<file path="src/rtl/shift_ex_stage_pkg.sv">
// Shared constants and types for the shift execute-stage slice.
// Opcode values and the Shifter mode encoding live here so decode and execute agree.
package shift_ex_stage_pkg;

  localparam int DATA_W = 16;
  localparam int REG_W  = 4;
  localparam int OP_W   = 4;

  localparam logic [OP_W-1:0] OP_SLL = 4'b0100;
  localparam logic [OP_W-1:0] OP_SRA = 4'b0101;
  localparam logic [OP_W-1:0] OP_ROR = 4'b0110;

  // Mode is taken straight from opcode[1:0]; the fourth code is a pass-through.
  typedef enum logic [1:0] {
    MODE_SLL  = 2'b00,
    MODE_SRA  = 2'b01,
    MODE_ROR  = 2'b10,
    MODE_PASS = 2'b11
  } mode_e;

  function automatic logic is_shift_op(input logic [OP_W-1:0] op);
    return (op == OP_SLL) || (op == OP_SRA) || (op == OP_ROR);
  endfunction

endpackage

</file>
<file path="src/rtl/shift_ex_stage_if.sv">
// Decode-side inputs, pipeline control and memory-side outputs of the shift execute slice.
// master drives instructions and stall/flush; slave is the execute stage itself.
interface shift_ex_stage_if;
  import shift_ex_stage_pkg::*;

  logic              id_valid;
  logic [OP_W-1:0]   id_opcode;
  logic [REG_W-1:0]  id_rs_addr;
  logic [DATA_W-1:0] id_rs_data;
  logic [3:0]        id_imm;
  logic [REG_W-1:0]  id_rd;
  logic              stall;
  logic              flush;

  logic              mem_valid;
  logic [DATA_W-1:0] mem_result;
  logic [REG_W-1:0]  mem_rd;
  logic              mem_illegal;
  logic              z_flag;

  modport master (
    output id_valid, id_opcode, id_rs_addr, id_rs_data, id_imm, id_rd, stall, flush,
    input  mem_valid, mem_result, mem_rd, mem_illegal, z_flag
  );

  modport slave (
    input  id_valid, id_opcode, id_rs_addr, id_rs_data, id_imm, id_rd, stall, flush,
    output mem_valid, mem_result, mem_rd, mem_illegal, z_flag
  );

endinterface

</file>
<file path="src/rtl/Shifter.sv">
// Combinational 16-bit shifter: SLL zero-fill, SRA sign-fill, ROR rotate right.
// MODE_PASS returns the operand untouched.
module Shifter
  import shift_ex_stage_pkg::*;
(
  input  logic [DATA_W-1:0] Shift_In,
  input  logic [3:0]        Shift_val,
  input  mode_e             Mode,
  output logic [DATA_W-1:0] Shift_Out
);

  logic [2*DATA_W-1:0] rot_wide;

  // Rotating a doubled copy keeps the wrapped bits in the low half.
  assign rot_wide = {Shift_In, Shift_In} >> Shift_val;

  always_comb begin
    Shift_Out = Shift_In;
    unique case (Mode)
      MODE_SLL:  Shift_Out = Shift_In << Shift_val;
      MODE_SRA:  Shift_Out = $signed(Shift_In) >>> Shift_val;
      MODE_ROR:  Shift_Out = rot_wide[DATA_W-1:0];
      MODE_PASS: Shift_Out = Shift_In;
      default:   Shift_Out = Shift_In;
    endcase
  end

endmodule

</file>
<file path="src/rtl/shift_ex_stage.sv">
// Shift execute stage: ID/EX register -> Shifter -> EX/MEM register plus Z flag.
// Define SHIFT_EX_FWD_EN to forward in-flight results into the captured operand.
module shift_ex_stage
  import shift_ex_stage_pkg::*;
(
  input  logic            clk,
  input  logic            rst,
  shift_ex_stage_if.slave bus
);

  logic              idex_valid_reg;
  logic [OP_W-1:0]   idex_opcode_reg;
  logic [DATA_W-1:0] idex_operand_reg;
  logic [3:0]        idex_imm_reg;
  logic [REG_W-1:0]  idex_rd_reg;

  logic              mem_valid_reg;
  logic [DATA_W-1:0] mem_result_reg;
  logic [REG_W-1:0]  mem_rd_reg;
  logic              mem_illegal_reg;
  logic              z_flag_reg;

  logic              idex_legal;
  logic [DATA_W-1:0] shift_out;
  logic [DATA_W-1:0] ex_result;
  logic [DATA_W-1:0] operand_next;

  assign idex_legal = is_shift_op(idex_opcode_reg);

  Shifter u_shifter (
    .Shift_In  (idex_operand_reg),
    .Shift_val (idex_imm_reg),
    .Mode      (mode_e'(idex_opcode_reg[1:0])),
    .Shift_Out (shift_out)
  );

  // Illegal opcodes flow through with the operand unchanged.
  assign ex_result = idex_legal ? shift_out : idex_operand_reg;

`ifdef SHIFT_EX_FWD_EN
  // Nearest producer wins: the instruction in ID/EX, then the one in EX/MEM.
  always_comb begin
    operand_next = bus.id_rs_data;
    if (bus.id_valid && (bus.id_rs_addr != '0)) begin
      if (idex_valid_reg && idex_legal && (idex_rd_reg == bus.id_rs_addr)) begin
        operand_next = shift_out;
      end else if (mem_valid_reg && !mem_illegal_reg && (mem_rd_reg == bus.id_rs_addr)) begin
        operand_next = mem_result_reg;
      end
    end
  end
`else
  logic unused_rs_addr;
  assign operand_next   = bus.id_rs_data;
  assign unused_rs_addr = ^bus.id_rs_addr;
`endif

  always_ff @(posedge clk) begin
    if (rst) begin
      idex_valid_reg   <= 1'b0;
      idex_opcode_reg  <= '0;
      idex_operand_reg <= '0;
      idex_imm_reg     <= '0;
      idex_rd_reg      <= '0;
      mem_valid_reg    <= 1'b0;
      mem_result_reg   <= '0;
      mem_rd_reg       <= '0;
      mem_illegal_reg  <= 1'b0;
      z_flag_reg       <= 1'b0;
    end else begin
      if (!bus.stall) begin
        idex_opcode_reg  <= bus.id_opcode;
        idex_operand_reg <= operand_next;
        idex_imm_reg     <= bus.id_imm;
        idex_rd_reg      <= bus.id_rd;
        mem_result_reg   <= ex_result;
        mem_rd_reg       <= idex_rd_reg;
        mem_illegal_reg  <= idex_valid_reg & ~idex_legal & ~bus.flush;
        if (idex_valid_reg && idex_legal && !bus.flush) begin
          z_flag_reg <= (shift_out == '0);
        end
      end
      // Flush beats stall: both valids drop even while the data fields hold.
      if (bus.flush) begin
        idex_valid_reg  <= 1'b0;
        mem_valid_reg   <= 1'b0;
        mem_illegal_reg <= 1'b0;
      end else if (!bus.stall) begin
        idex_valid_reg <= bus.id_valid;
        mem_valid_reg  <= idex_valid_reg;
      end
    end
  end

  assign bus.mem_valid   = mem_valid_reg;
  assign bus.mem_result  = mem_result_reg;
  assign bus.mem_rd      = mem_rd_reg;
  assign bus.mem_illegal = mem_illegal_reg;
  assign bus.z_flag      = z_flag_reg;

endmodule
</file>
<file path="src/flat_wrapper.sv">
// flat-port wrapper written by rule: the top's interface ports become plain ports
module shift_ex_stage_flat import shift_ex_stage_pkg::*;
  (clk, rst, bus_id_valid, bus_id_opcode, bus_id_rs_addr, bus_id_rs_data, bus_id_imm, bus_id_rd, bus_stall, bus_flush, bus_mem_valid, bus_mem_result, bus_mem_rd, bus_mem_illegal, bus_z_flag);
  shift_ex_stage_if bus_i ();
  input  logic clk;
  input  logic rst;
  input wire logic [$bits(bus_i.id_valid)-1:0] bus_id_valid;
  input wire logic [$bits(bus_i.id_opcode)-1:0] bus_id_opcode;
  input wire logic [$bits(bus_i.id_rs_addr)-1:0] bus_id_rs_addr;
  input wire logic [$bits(bus_i.id_rs_data)-1:0] bus_id_rs_data;
  input wire logic [$bits(bus_i.id_imm)-1:0] bus_id_imm;
  input wire logic [$bits(bus_i.id_rd)-1:0] bus_id_rd;
  input wire logic [$bits(bus_i.stall)-1:0] bus_stall;
  input wire logic [$bits(bus_i.flush)-1:0] bus_flush;
  output wire logic [$bits(bus_i.mem_valid)-1:0] bus_mem_valid;
  output wire logic [$bits(bus_i.mem_result)-1:0] bus_mem_result;
  output wire logic [$bits(bus_i.mem_rd)-1:0] bus_mem_rd;
  output wire logic [$bits(bus_i.mem_illegal)-1:0] bus_mem_illegal;
  output wire logic [$bits(bus_i.z_flag)-1:0] bus_z_flag;
  assign bus_i.id_valid = bus_id_valid;
  assign bus_i.id_opcode = bus_id_opcode;
  assign bus_i.id_rs_addr = bus_id_rs_addr;
  assign bus_i.id_rs_data = bus_id_rs_data;
  assign bus_i.id_imm = bus_id_imm;
  assign bus_i.id_rd = bus_id_rd;
  assign bus_i.stall = bus_stall;
  assign bus_i.flush = bus_flush;
  assign bus_mem_valid = bus_i.mem_valid;
  assign bus_mem_result = bus_i.mem_result;
  assign bus_mem_rd = bus_i.mem_rd;
  assign bus_mem_illegal = bus_i.mem_illegal;
  assign bus_z_flag = bus_i.z_flag;
  shift_ex_stage u_core (.clk(clk), .rst(rst), .bus(bus_i));
endmodule
</file>
<file path="config.mk">
export PLATFORM = sky130hd
export DESIGN_NAME = shift_ex_stage_flat
export DESIGN_NICKNAME = d
export VERILOG_FILES = /design/src/rtl/shift_ex_stage_pkg.sv /design/src/rtl/shift_ex_stage_if.sv /design/src/rtl/Shifter.sv /design/src/rtl/shift_ex_stage.sv /design/src/flat_wrapper.sv
export SDC_FILE = /design/constraint.sdc
export NUM_CORES = 1
export LEC_CHECK = 0
export BUFFER_PORTS_ARGS = -buffer_cell sky130_fd_sc_hd__buf_2
export CORE_ASPECT_RATIO = 1.5
export CORE_MARGIN = 2
export CORE_UTILIZATION = 40
export DETAILED_ROUTE_END_ITERATION = 6
export RECOVER_POWER = 25
export SETUP_SLACK_MARGIN = 0.4
export SLEW_MARGIN = 20
export SYNTH_ARGS = -nofsm -noshare
export SYNTH_HDL_FRONTEND = slang
export SYNTH_HIERARCHICAL = 1
export SYNTH_SLANG_ARGS = --single-unit
</file>
<file path="constraint.sdc">
create_clock -name clk -period 2.56 [get_ports clk]
set_clock_uncertainty 0.15 [all_clocks]
set_input_delay 0.512 -clock clk [delete_from_list [all_inputs] [get_ports clk]]
set_output_delay 0.512 -clock clk [all_outputs]
set_load 0.005 [all_outputs]
</file>
==> metrics.md <==
| Metric | Value |
|---|---|
| Share of cells above drive strength 1 | `47.2%` |
| CTS Buffer Depth | `2` |
| First-pass GRT wire length | `27200 um` |
| Area of the core | `0.0114 mm^2` |
| # fillers | `1049` |
| Status | `complete, but fails checks` |
| Hold Path Class | `in2reg` |
| Placer congestion estimate | `1.03` |
| Initial antenna violation count | `0` |
| Post-synth cell types | `60` |
| FMAX | `352 MHz` |
| Max-slew violations | `0` |
| Clock sink total | `52` |
| Failing checks | `negative setup slack` |
| Worst skew pair latency | `0.29 ns` |
| Power density cells | `412 mW/mm^2` |
| Root buffer cell | `clkbuf_16` |
| Synth top area share | `22.4%` |
| CP Max Fanout | `7` |
| Syn Nets | `557` |
| Final Hold Vio Count | `0` |
| RSZ-0062 raised after global routing | `true` |
| Final ANT Viol Nets | `0` |
| CP required | `2.60 ns` |
| Syn. warnings | `6` |
| # rows | `48` |
| Reg clk slew, reported paths | `0.08 ns` |
| Area of the die | `0.0125 mm^2` |
| Pleak | `2.64 nW` |
| EDFF count, synth | `0` |
| DRT iter0 DRCs | `304` |
| TritonCTS clock tree | `yes` |
| Syn Area/Cell | `8.93 um^2` |
| #FFs+latches synth | `52` |
| Synth area leaders | `dfxtp_1, mux2i_1, mux4_2, nor2_1, mux2_2` |
| First drt pass iteration count | `4` |
| Worst hold slack | `0.292 ns` |
| VDD IR-drop max | `0.318 mV` |
| Antenna diode count | `0` |
| Nets | `699` |
| Setup violators final | `15` |
| Routed wire per std cell | `22.3 um` |
| Initial Util | `40.7%` |
| HPWL after DPL | `14000 um` |
| Crit start category | `flip-flop` |
| Worst slack at placement | `-0.377 ns` |
| Worst Setup End Kind | `flip-flop` |
| Pin count of the biggest net entering global routing | `36` |
| CTS buffer count | `5` |
| Overall routing resource usage | `28.7%` |
| Final worst path period share | `111%` |
| Slew HR | `52.8%` |
| Port Buffers | `55` |
| Vias | `4910` |
| Area of the multi-input gates | `0.00367 mm^2` |
| Max-cap viol count | `0` |
| Sequential-to-total area share from yosys stat | `22.4%` |
| Dominant synthesized flop cell | `dfxtp_1` |
| Critical path type | `reg2reg` |
| Post-route worst setup slack | `-0.282 ns` |
| Area growth, synth to finish | `41.5%` |
| Post-synthesis cell count | `520` |
| Worst-Margin Slew | `0.707 ns` |
| Crit path arrival time | `2.88 ns` |
| Final Core Density | `57.6%` |
| Aggregate global routing overflow | `0` |
| DRC Markers | `0` |
| FFs w/ async S/R, synth | `0%` |
| Vias per cell | `6.04` |
| Ports | `60` |
| Synth Cell Area | `0.00465 mm^2` |
| Die Wd | `92.0 um` |
| Routed WL | `18200 um` |
| # H-tree levels | `2` |
| Vias in the first global route | `4762` |
| Die height | `136 um` |
| Minimum clock period | `2.84 ns` |
| FF/Latch Area | `0.00106 mm^2` |
| Largest area contributor in the netlist | `dfxtp_1` |
[cells in the mapped netlist, types with 3 or more instances]
cell / count
mux2_2: 18
a21oi_1: 13
inv_1: 3
mux4_2: 23
nand3_1: 7
o211ai_1: 5
a311oi_1: 17
mux2i_1: 82
nand2b_1: 9
nor3_1: 9
nand2_1: 29
buf_4: 3
nor4_1: 3
or3b_1: 16
nor2_1: 70
a221oi_1: 4
clkbuf_1: 26
dfxtp_1: 52
a211o_1: 4
buf_2: 13
a211oi_1: 7
or2_2: 3
buf_6: 8
and2_1: 4
o22ai_1: 4
o21ai_0: 31
o311ai_0: 3
o21ai_1: 4
mux2_4: 5
nor2b_1: 4
[what timing repair did]
action | 4_1_cts | 5_1_grt
cloned | 1 | 1
setup endpoints to repair | 17 | 17
pin swaps | 10 | 23
setup buffers | 2 | 7
gates resized for setup | 42 | 49
hold buffers | 0 | 0
[area by class of cell]
class                           instances  area share [%]
Clock buffer                            5            1.90
Sequential cell                        52            16.1
Tap cell                              150            2.85
Clock inverter                          3           0.419
Inverter                                5           0.362
Multi-Input combinational cell        410            55.8
Timing Repair Buffer                  188            22.6
[per-stage QoR]
stage / total power, mW / setup TNS (ns) / std cells / area (um^2)
5_1_grt: 2.81 / -3.64 / 813 / 6580
3_5_place_dp: 1.88 / -2.47 / 794 / 5890
3_3_place_gp: 1.88 / -2.03 / 794 / 5890
6_report: 2.71 / -2.58 / 813 / 6580
2_1_floorplan: 1.48 / 0 / 520 / 4750
4_1_cts: 2.63 / -1.82 / 805 / 6280
[worst paths after layout]
path / slack [ns] / endpoint / start / cells past startpoint
worst min-delay path: 0.29 / u_core/bus.mem_valid / bus_flush / 2
worst min register to register: 0.33 / u_core/bus.mem_illegal / u_core/bus.mem_illegal / 2
worst max-delay path: -0.28 / u_core/bus.mem_result[14] / u_core/idex_imm_reg[1] / 9
worst max register to register: -0.28 / u_core/bus.mem_result[14] / u_core/idex_imm_reg[1] / 9
[per-layer routing]
layer	up-vias	GRT usage (%)	wire [um]	share of wire, %
met5	-	0	0	0
met4	0	16.3	1230	6.7
met3	58	3.38	899	4.9
met2	207	49.2	9050	50
met1	2386	34.7	6990	38
li1	2259	-	-	-
[cells by family (layout without fill, tap and decap cells)]
logic type | count (synthesis) | count (layout) | synth area share (%)
buffers and inverters | 58 | 201 | 7.27
and+or+nand+nor | 167 | 167 | 17.9
DFF | 52 | 52 | 22.4
muxes | 129 | 129 | 35.4
AOI/OAI and AO/OA | 114 | 114 | 17.0
[layout by cell type, fill, tap and decap left out, types with 8 or more instances in the layout]
| cell type | synthesis | layout |
|---|---|---|
| buf_2 | 13 | 48 |
| nand2_1 | 29 | 27 |
| a311oi_1 | 17 | 10 |
| mux2_2 | 18 | 14 |
| mux4_2 | 23 | 23 |
| dfxtp_1 | 52 | 45 |
| o21ai_0 | 31 | 30 |
| mux2i_2 | 0 | 9 |
| mux2i_1 | 82 | 67 |
| buf_12 | 2 | 11 |
| mux2_4 | 5 | 9 |
| buf_6 | 8 | 8 |
| nor2_1 | 70 | 66 |
| a21oi_1 | 13 | 9 |
| nand2b_1 | 9 | 8 |
| or3b_1 | 16 | 15 |
| buf_4 | 3 | 110 |
[report_power, final]
part | leakage (nW) | switching (mW) | internal (mW)
Combinational | 2.14 | 0.563 | 0.549
Sequential | 0.432 | 0.0538 | 0.854
Clock | 0.0719 | 0.320 | 0.371
[worst max-delay path, cell delays in order, from the launching register on]
cell	delay, ns
dfxtp_4	0.40
buf_12	0.16
buf_6	0.13
mux2i_4	0.18
mux4_2	0.56
buf_6	0.15
a211oi_2	0.19
a221o_1	0.18
or3b_1	0.35
a311oi_1	0.29
No activity file was read; power rests on OpenSTA's default activity.
